===== config.mk =====
export PLATFORM = sky130hd
export DESIGN_NAME = uio_bus_arbiter
export DESIGN_NICKNAME = d
export VERILOG_FILES = /design/src/rtl/uio_bus_arbiter.sv
export SDC_FILE = /design/constraint.sdc
export NUM_CORES = 1
export LEC_CHECK = 0
export ABC_CLOCK_PERIOD_IN_PS = 3390
export BUFFER_PORTS_ARGS = -buffer_cell sky130_fd_sc_hd__buf_4
export CAP_MARGIN = 20
export CORE_AREA = 4 4 85 87
export DETAILED_ROUTE_END_ITERATION = 12
export DIE_AREA = 0 0 89 91
export PLACE_DENSITY = 0.57
export SLEW_MARGIN = 20
export SYNTH_ARGS = -nofsm -noshare
export SYNTH_HDL_FRONTEND = slang
export SYNTH_SLANG_ARGS = --single-unit

===== constraint.sdc =====
create_clock -name clk -period 3.39 [get_ports clk]
set_clock_uncertainty 0.05 [all_clocks]
set_input_delay 0.678 -clock clk [delete_from_list [all_inputs] [get_ports clk]]
set_output_delay 0.678 -clock clk [all_outputs]
set_load 0.01 [all_outputs]

===== src/rtl/uio_bus_arbiter.sv =====
`default_nettype none
// ============================================================================
// Module      : uio_bus_arbiter
// Description : Round-robin owner arbiter for the shared 8-bit uio pad bus,
//               with a hold limit per tenure and a tristate gap between owners.
// Revision    : 1.0 - initial release
// ============================================================================
module uio_bus_arbiter #(
    parameter int NUM_REQ    = 4,
    parameter int MAX_HOLD   = 16,
    parameter int TURNAROUND = 1
) (
    input  logic                 clk,
    input  logic                 rst,
    input  logic                 ena,
    input  logic [NUM_REQ-1:0]   req,
    input  logic [8*NUM_REQ-1:0] req_data,
    input  logic [8*NUM_REQ-1:0] req_oe,
    output logic [NUM_REQ-1:0]   gnt,
    output logic [2:0]           owner,
    output logic                 busy,
    output logic [7:0]           uio_out,
    output logic [7:0]           uio_oe
);

    localparam logic [1:0] c_ST_IDLE   = 2'd0;
    localparam logic [1:0] c_ST_GRANT  = 2'd1;
    localparam logic [1:0] c_ST_TURN   = 2'd2;
    localparam logic [7:0] c_HOLD_LAST = 8'(MAX_HOLD - 1);
    localparam logic [1:0] c_TURN_LAST = 2'(TURNAROUND - 1);
    localparam logic [3:0] c_NUM_REQ   = 4'(NUM_REQ);

    logic [1:0]         r_state, w_state_nxt;
    logic [NUM_REQ-1:0] r_gnt, w_gnt_nxt, w_gnt_win;
    logic [2:0]         r_owner, w_owner_nxt;
    logic [2:0]         r_last, w_last_nxt;
    logic [7:0]         r_hold_cnt, w_hold_nxt;
    logic [1:0]         r_turn_cnt, w_turn_nxt;

    logic [7:0]  w_req8;
    logic [63:0] w_data64;
    logic [63:0] w_oe64;
    logic        w_found;
    logic [2:0]  w_win;
    logic [3:0]  w_cand;

    // Widen to the 8-requester maximum so owner/candidate indices are full width.
    assign w_req8   = 8'(req);
    assign w_data64 = 64'(req_data);
    assign w_oe64   = 64'(req_oe);

    always_comb begin
        w_found = 1'b0;
        w_win   = 3'd0;
        w_cand  = 4'd0;
        for (int k = 1; k <= NUM_REQ; k++) begin
            w_cand = {1'b0, r_last} + 4'(k);
            if (w_cand >= c_NUM_REQ) begin
                w_cand = w_cand - c_NUM_REQ;
            end
            if (!w_found && w_req8[w_cand[2:0]]) begin
                w_found = 1'b1;
                w_win   = w_cand[2:0];
            end
        end
    end

    always_comb begin
        for (int i = 0; i < NUM_REQ; i++) begin
            w_gnt_win[i] = (w_win == 3'(i));
        end
    end

    always_comb begin
        w_state_nxt = r_state;
        w_gnt_nxt   = r_gnt;
        w_owner_nxt = r_owner;
        w_last_nxt  = r_last;
        w_hold_nxt  = r_hold_cnt;
        w_turn_nxt  = r_turn_cnt;
        case (r_state)
            c_ST_IDLE: begin
                if (ena && w_found) begin
                    w_state_nxt = c_ST_GRANT;
                    w_gnt_nxt   = w_gnt_win;
                    w_owner_nxt = w_win;
                    w_last_nxt  = w_win;
                    w_hold_nxt  = 8'd0;
                end
            end
            c_ST_GRANT: begin
                w_hold_nxt = r_hold_cnt + 8'd1;
                if (!w_req8[r_owner] || (r_hold_cnt == c_HOLD_LAST) || !ena) begin
                    w_state_nxt = c_ST_TURN;
                    w_gnt_nxt   = '0;
                    w_turn_nxt  = 2'd0;
                end
            end
            c_ST_TURN: begin
                if (r_turn_cnt == c_TURN_LAST) begin
                    // last still names the revoked owner, so it ranks lowest here
                    if (ena && w_found) begin
                        w_state_nxt = c_ST_GRANT;
                        w_gnt_nxt   = w_gnt_win;
                        w_owner_nxt = w_win;
                        w_last_nxt  = w_win;
                        w_hold_nxt  = 8'd0;
                    end else begin
                        w_state_nxt = c_ST_IDLE;
                    end
                end else begin
                    w_turn_nxt = r_turn_cnt + 2'd1;
                end
            end
            default: begin
                w_state_nxt = c_ST_IDLE;
                w_gnt_nxt   = '0;
            end
        endcase
    end

    always_ff @(posedge clk or posedge rst) begin
        if (rst) begin
            r_state    <= c_ST_IDLE;
            r_gnt      <= '0;
            r_owner    <= 3'd0;
            r_last     <= 3'(NUM_REQ - 1);
            r_hold_cnt <= 8'd0;
            r_turn_cnt <= 2'd0;
        end else begin
            r_state    <= w_state_nxt;
            r_gnt      <= w_gnt_nxt;
            r_owner    <= w_owner_nxt;
            r_last     <= w_last_nxt;
            r_hold_cnt <= w_hold_nxt;
            r_turn_cnt <= w_turn_nxt;
        end
    end

    assign gnt     = r_gnt;
    assign owner   = r_owner;
    assign busy    = (r_state == c_ST_GRANT);
    assign uio_out = busy ? w_data64[{r_owner, 3'b000} +: 8] : 8'h00;
    assign uio_oe  = busy ? w_oe64[{r_owner, 3'b000} +: 8]   : 8'h00;

endmodule
`default_nettype wire


# Word-level counts from Yosys, hierarchy flattened
# Index checks and enable logic that the tools add are counted.
# word_totals
regBits,22
output_inout_bits,24
wordCells,104
# classes
n_addsub,10
n_lt_le_gt_ge,9
eq_ne,10
shifts,2
n_mux,45
n_reduce_logical,22
# op_table
operator,n
$shiftx A64 B7 Y8,2
$mux W3,12
$mux W8,4
$pmux W8 S3,1
$lt A3 B4 Y1 const B,5
$ge A4 B3 Y1 const B,4
$bmux W1 S3,5
$mux W4,3
$pmux W3 S2,2
$pmux W4 S3,1
$sub A3 B3 Y3 const B,4
$mux W1,10
$mux W2,5
$add A3 B2 Y4 const B,2
$add A8 B1 Y8 const B,1
$eq A8 B4 Y1 const B,1
$eq A3 B2 Y1 const B,2
$ne A2 B2 Y1 const B,3
$pmux W2 S3,1
$reduce_and A2 Y1,3
$reduce_and A3 Y1,2
$logic_not A1 Y1,5
$add A3 B1 Y4 const B,1
$add A3 B3 Y4 const B,1
12 further kinds,18

# Depth between registers and ports, before layout
# logic_depth
ltp_word,19
mapped_depth,10
ltp_nobuf,7

# Worst setup path after synthesis
# No wires, ideal clock.
# synth_timing
path_type,register to register
from,register r_last[0]
to,register r_hold_cnt[2]
arrival_ns,3.058
required_ns,3.266
path_slack_ns,0.208
stages_incl_launch_ff,10
path_buffers,2
path_cell_list,dfstp_2 -> buf_4 -> clkbuf_1 -> inv_1 -> ha_1 -> mux4_2 -> a222oi_1 -> a31oi_1 -> a2111o_1 -> o21ai_2
# synth_between
elab_chain_cells,19
word_cells_on_any_way,38
cone_classes,add/sub (8); order compare (4); mux (19); reduce/logical (7)
# synth_lines
element,line,source
from (decl),36,"logic [2:0] r_last, w_last_nxt;"
from (signal assigned),127,r_last <= 3'(NUM_REQ - 1);
from (signal assigned),134,r_last <= w_last_nxt;
$add A3 B1 Y4,57,"w_cand = {1'b0, r_last} + 4'(k);"
$ge A4 B3 Y1 / $sub A3 B3 Y3 (equally long branches),"58, 59",
$mux W3,58,if (w_cand >= c_NUM_REQ) begin
$bmux W1 S3,61,if (!w_found && w_req8[w_cand[2:0]]) begin
$mux W1 (implied by the code),61,
$mux W1,61,
$logic_not A1 Y1,61,
$logic_and A1 B1 Y1,61,
[... 3 more ...],-,
$mux W1,61,
$logic_not A1 Y1,61,
$logic_and A1 B1 Y1,61,
$mux W1 *,61,
$logic_and A1 B1 Y1 *,"83, 102",
$mux W8 *,-,
$mux W8,-,
$pmux W8 S3 *,-,
to (signal assigned),135,r_hold_cnt <= w_hold_nxt;
to (decl),37,"logic [7:0] r_hold_cnt, w_hold_nxt;"
# Mark *: on every way between the ends. The rest lies on a longest branch, timed or not. The select of a mux whose other input is x is not followed.
# A chain may end at the register's enable or synchronous reset.

# Final worst setup path
# layout_timing
from,register r_last[1]
to,register r_gnt[3] (netlist: gnt[3])
# layout_between
elab_chain_cells,19
word_cells_on_any_way,43
cone_classes,add/sub (8); order compare (4); eq/ne (1); mux (23); reduce/logical (7)
# layout_lines
element,line,source
$add A3 B1 Y4,57,
$ge A4 B3 Y1 / $sub A3 B3 Y3 (equally long branches),"58, 59",
$mux W3,58,
$bmux W1 S3,61,
$mux W1 (implied by the code),61,
$mux W1,61,
$logic_not A1 Y1,61,
$logic_and A1 B1 Y1,61,
[... 3 more ...],-,
$mux W1,61,
$logic_not A1 Y1,61,
$logic_and A1 B1 Y1,61,
$mux W3 / $mux W1 (equally long branches),61,
$eq A3 B2 Y1 / $logic_and A1 B1 Y1 (equally long branches),"70, 83, 102",
$mux W4 *,"83, 102",
$mux W4,100,if (r_turn_cnt == c_TURN_LAST) begin
$pmux W4 S3 *,81,case (r_state)
to (signal assigned),132,r_gnt <= w_gnt_nxt;
to (decl),34,"logic [NUM_REQ-1:0] r_gnt, w_gnt_nxt, w_gnt_win;"
# Marks and branches as above.

==> results.sh <==
export IMPL_whs_ps=438
export IMPL_max_freq_mhz=315
export IMPL_crit_path_top_delay_cell="dfstp_2"
export IMPL_floorplan_initialDensity=0.297
export IMPL_numCtsBuffers=3
export IMPL_die_w_um=89
export IMPL_setup_viol=0
export IMPL_initialDrtViolationCount=69
export IMPL_syn_inst=183
export IMPL_reg2reg_slack_ps=220
export IMPL_via_per_inst=5.27
export IMPL_r2r_cells=7
export IMPL_cts_sinks=21
export IMPL_crit_path_end="gnt[3]"
export IMPL_crit_buf_inv=1
export IMPL_antenna_found_initial=0
export IMPL_drt_first_pass_iters=4
export IMPL_n_antenna_cell=0
export IMPL_syn_avg_cell_area_um2=10.3
export IMPL_place_ws_ps=254
export IMPL_grt_pass1_wl_um=9160
export IMPL_end_kind="register"
export IMPL_reg2reg_from="r_last[1]"
export IMPL_final_cell_mix="buf_4 (98), mux4_2 (19), dfrtp_1 (19), and2_1 (17), nand2_1 (14)"
export IMPL_h_tree_depth=1
export IMPL_grt_setup_unrepaired="false"
export IMPL_startpoint="r_last[1]"
export IMPL_cts_tree="yes"
export IMPL_synth_ff_latch_count=21
export IMPL_dpl_cell_area_mm2=0.00266
export IMPL_grt_pass1_vias=1877
export IMPL_cap_violations=0
export IMPL_hpwl_um=4420
export IMPL_drc_errors=0
export IMPL_fp_dieH_um=91
export IMPL_nets=351
export IMPL_numPortBuffers=94
export IMPL_critPathLaunchType="register"
export IMPL_drtAntennaViolNets=0
export IMPL_fin_tns_setup_ps=0
export IMPL_coreArea_mm2=0.00635
export IMPL_grt_max_degree=22
export IMPL_post_cts_buffers=0
export IMPL_r2r_end="gnt[3]"
export IMPL_ys_async_sr_fraction=1.00
export IMPL_die_area_mm2=0.00810
export IMPL_drive_gt1_frac=0.476
export IMPL_period_share=0.935
export IMPL_crit_arrival_ps=3320
export IMPL_clk_latency_ps=260
export IMPL_powerDensity_mw_per_mm2=701
export IMPL_cellLeakagePower_nw=1.25
export IMPL_cp_data_required_time_ps=3540
export IMPL_grt_usage=0.138
export IMPL_final_common_cell="buf_4"
export IMPL_post_drt_wl_per_cell_um=15.8
export IMPL_yosys_warnings=0
export IMPL_synthFlopType="dfrtp_1"
export IMPL_cp_depth=7
export IMPL_synth_edf_count=0
export IMPL_clk_pin_slew_worst_paths_ps=70
export IMPL_max_slew_worst_pin_slew_ps=806
export IMPL_ios=95
export IMPL_run_status="complete, no violations"
export IMPL_holdPathStages=1
export IMPL_synth_distinct_cells=52
export IMPL_ctsHoldBuffers=0
export IMPL_cp_max_fo=10
export IMPL_synthesis_nets=258
export IMPL_max_slew_margin=0.462
export IMPL_fin_crit_ps=3170
export IMPL_syn2layout_area_growth_pct=43.7
export IMPL_ir_drop_mv=0.332
export IMPL_hold_path_class="register to register"
export IMPL_final_util=0.426
export IMPL_crit_type="register to register"
export IMPL_cts_root_buf="clkbuf_8"
export IMPL_drt_wl_total_um=5560
export IMPL_core_rowCount=29
export IMPL_gp_routability_congestion=0.902
export IMPL_crit_family="simple AND/OR/NAND/NOR gates"
export IMPL_cp_slowest_stage_delay_ps=620
export IMPL_grt_overflow=0
export IMPL_seq_area_frac_synth=0.280
export IMPL_design_area_mm2=0.00271
export IMPL_hold_violations=0
export IMPL_crit_chain="inv_2 > ha_1 > mux4_2 > a222oi_1 > and4_1 > or2_2 > a22o_1"
export IMPL_setup_slack_ps=220
export IMPL_slew_violations=0
export IMPL_vias=1855
export IMPL_netlist_area_mm2=0.00188
export IMPL_cts_resized_gates=0
export IMPL_cts_buffer_depth=2
==> worst register-to-register path, stage by stage (launching register included) <==
cell and delay (ps):
dfstp_2 620, inv_2 90, ha_1 390, mux4_2 570, a222oi_1 540, and4_1 480
or2_2 220, a22o_1 140
==> worst min-delay path by stage <==
stage,start,end
5_1_grt,r_turn_cnt[0],r_turn_cnt[0]
6_report,r_turn_cnt[0],r_turn_cnt[0]
4_1_cts,r_turn_cnt[0],r_turn_cnt[0]
3_3_place_gp,owner[0],owner[0]
3_5_place_dp,gnt[0],gnt[0]
2_1_floorplan,r_turn_cnt[0],r_turn_cnt[0]
==> routing by layer <==
metal | routed length [um] | share of wire | track usage | vias to the layer above
met5 | 0 | 0 | 0 | -
met4 | 6 | 0.0011 | 0.0149 | 0
met3 | 617 | 0.11 | 0.0362 | 2
met2 | 2630 | 0.47 | 0.240 | 81
met1 | 2320 | 0.42 | 0.177 | 877
li1 | - | - | - | 895
==> report_power, final <==
group	total (mW)	switching, mW	internal [mW]
registers	0.445	0.114	0.332
clock network	0.162	0.0803	0.0819
logic	1.29	0.617	0.674
total	1.90	0.810	1.09
==> cell families (layout without fill, tap and decap cells) <==
family                   after synthesis  count (layout)  share of synthesized area
adder cells (fa/ha/maj)                4               4                     0.0266
AO/OA/AOI/OAI                         44              44                      0.165
AND/OR/NAND/NOR                       67              67                      0.203
flip-flops                            21              21                      0.280
buffers and inverters                 21             113                     0.0511
multiplexers                          26              26                      0.274
==> Yosys cell counts (all sizes together) (3+ instances only) <==
library cell,instances,area [um2]
mux4,20,454
dfrtp,19,475
and2,18,114
nand2,14,52.6
inv,11,41.3
o21ai,11,58.8
a21oi,7,35.0
buf,6,40.0
nand2b,6,37.5
nand3,6,30.0
nor2,5,18.8
clkbuf,4,15.0
ha,4,50.1
mux2i,4,40.0
a211oi,3,22.5
nor3b,3,22.5
o31ai,3,22.5
or4,3,22.5
==> state kept, by name, indices dropped and copies added, names as in the netlist <==
register / cells
r_last: 2
r_hold_cnt: 8
r_turn_cnt: 2
owner: 3
r_state: 2
gnt: 4
==> layout make-up <==
type / instances / area [um2]
clock inverter: 1 / 5.00
sequential: 21 / 528
timing repair buffer: 98 / 736
clock buffer: 3 / 41.3
fill: 629 / 3640
multi-input combinational: 141 / 1260
tap: 77 / 96.3
inverter: 11 / 41.3
==> per-stage QoR <==
| stage | std cells | power [mW] |
|---|---|---|
| after detailed placement | 348 | 1.75 |
| after global placement | 348 | 1.76 |
| after global routing | 352 | 2.10 |
| after CTS | 352 | 1.92 |
| after floorplan | 183 | 1.33 |
| final | 352 | 1.90 |
Power figures use the tool's default switching activity.
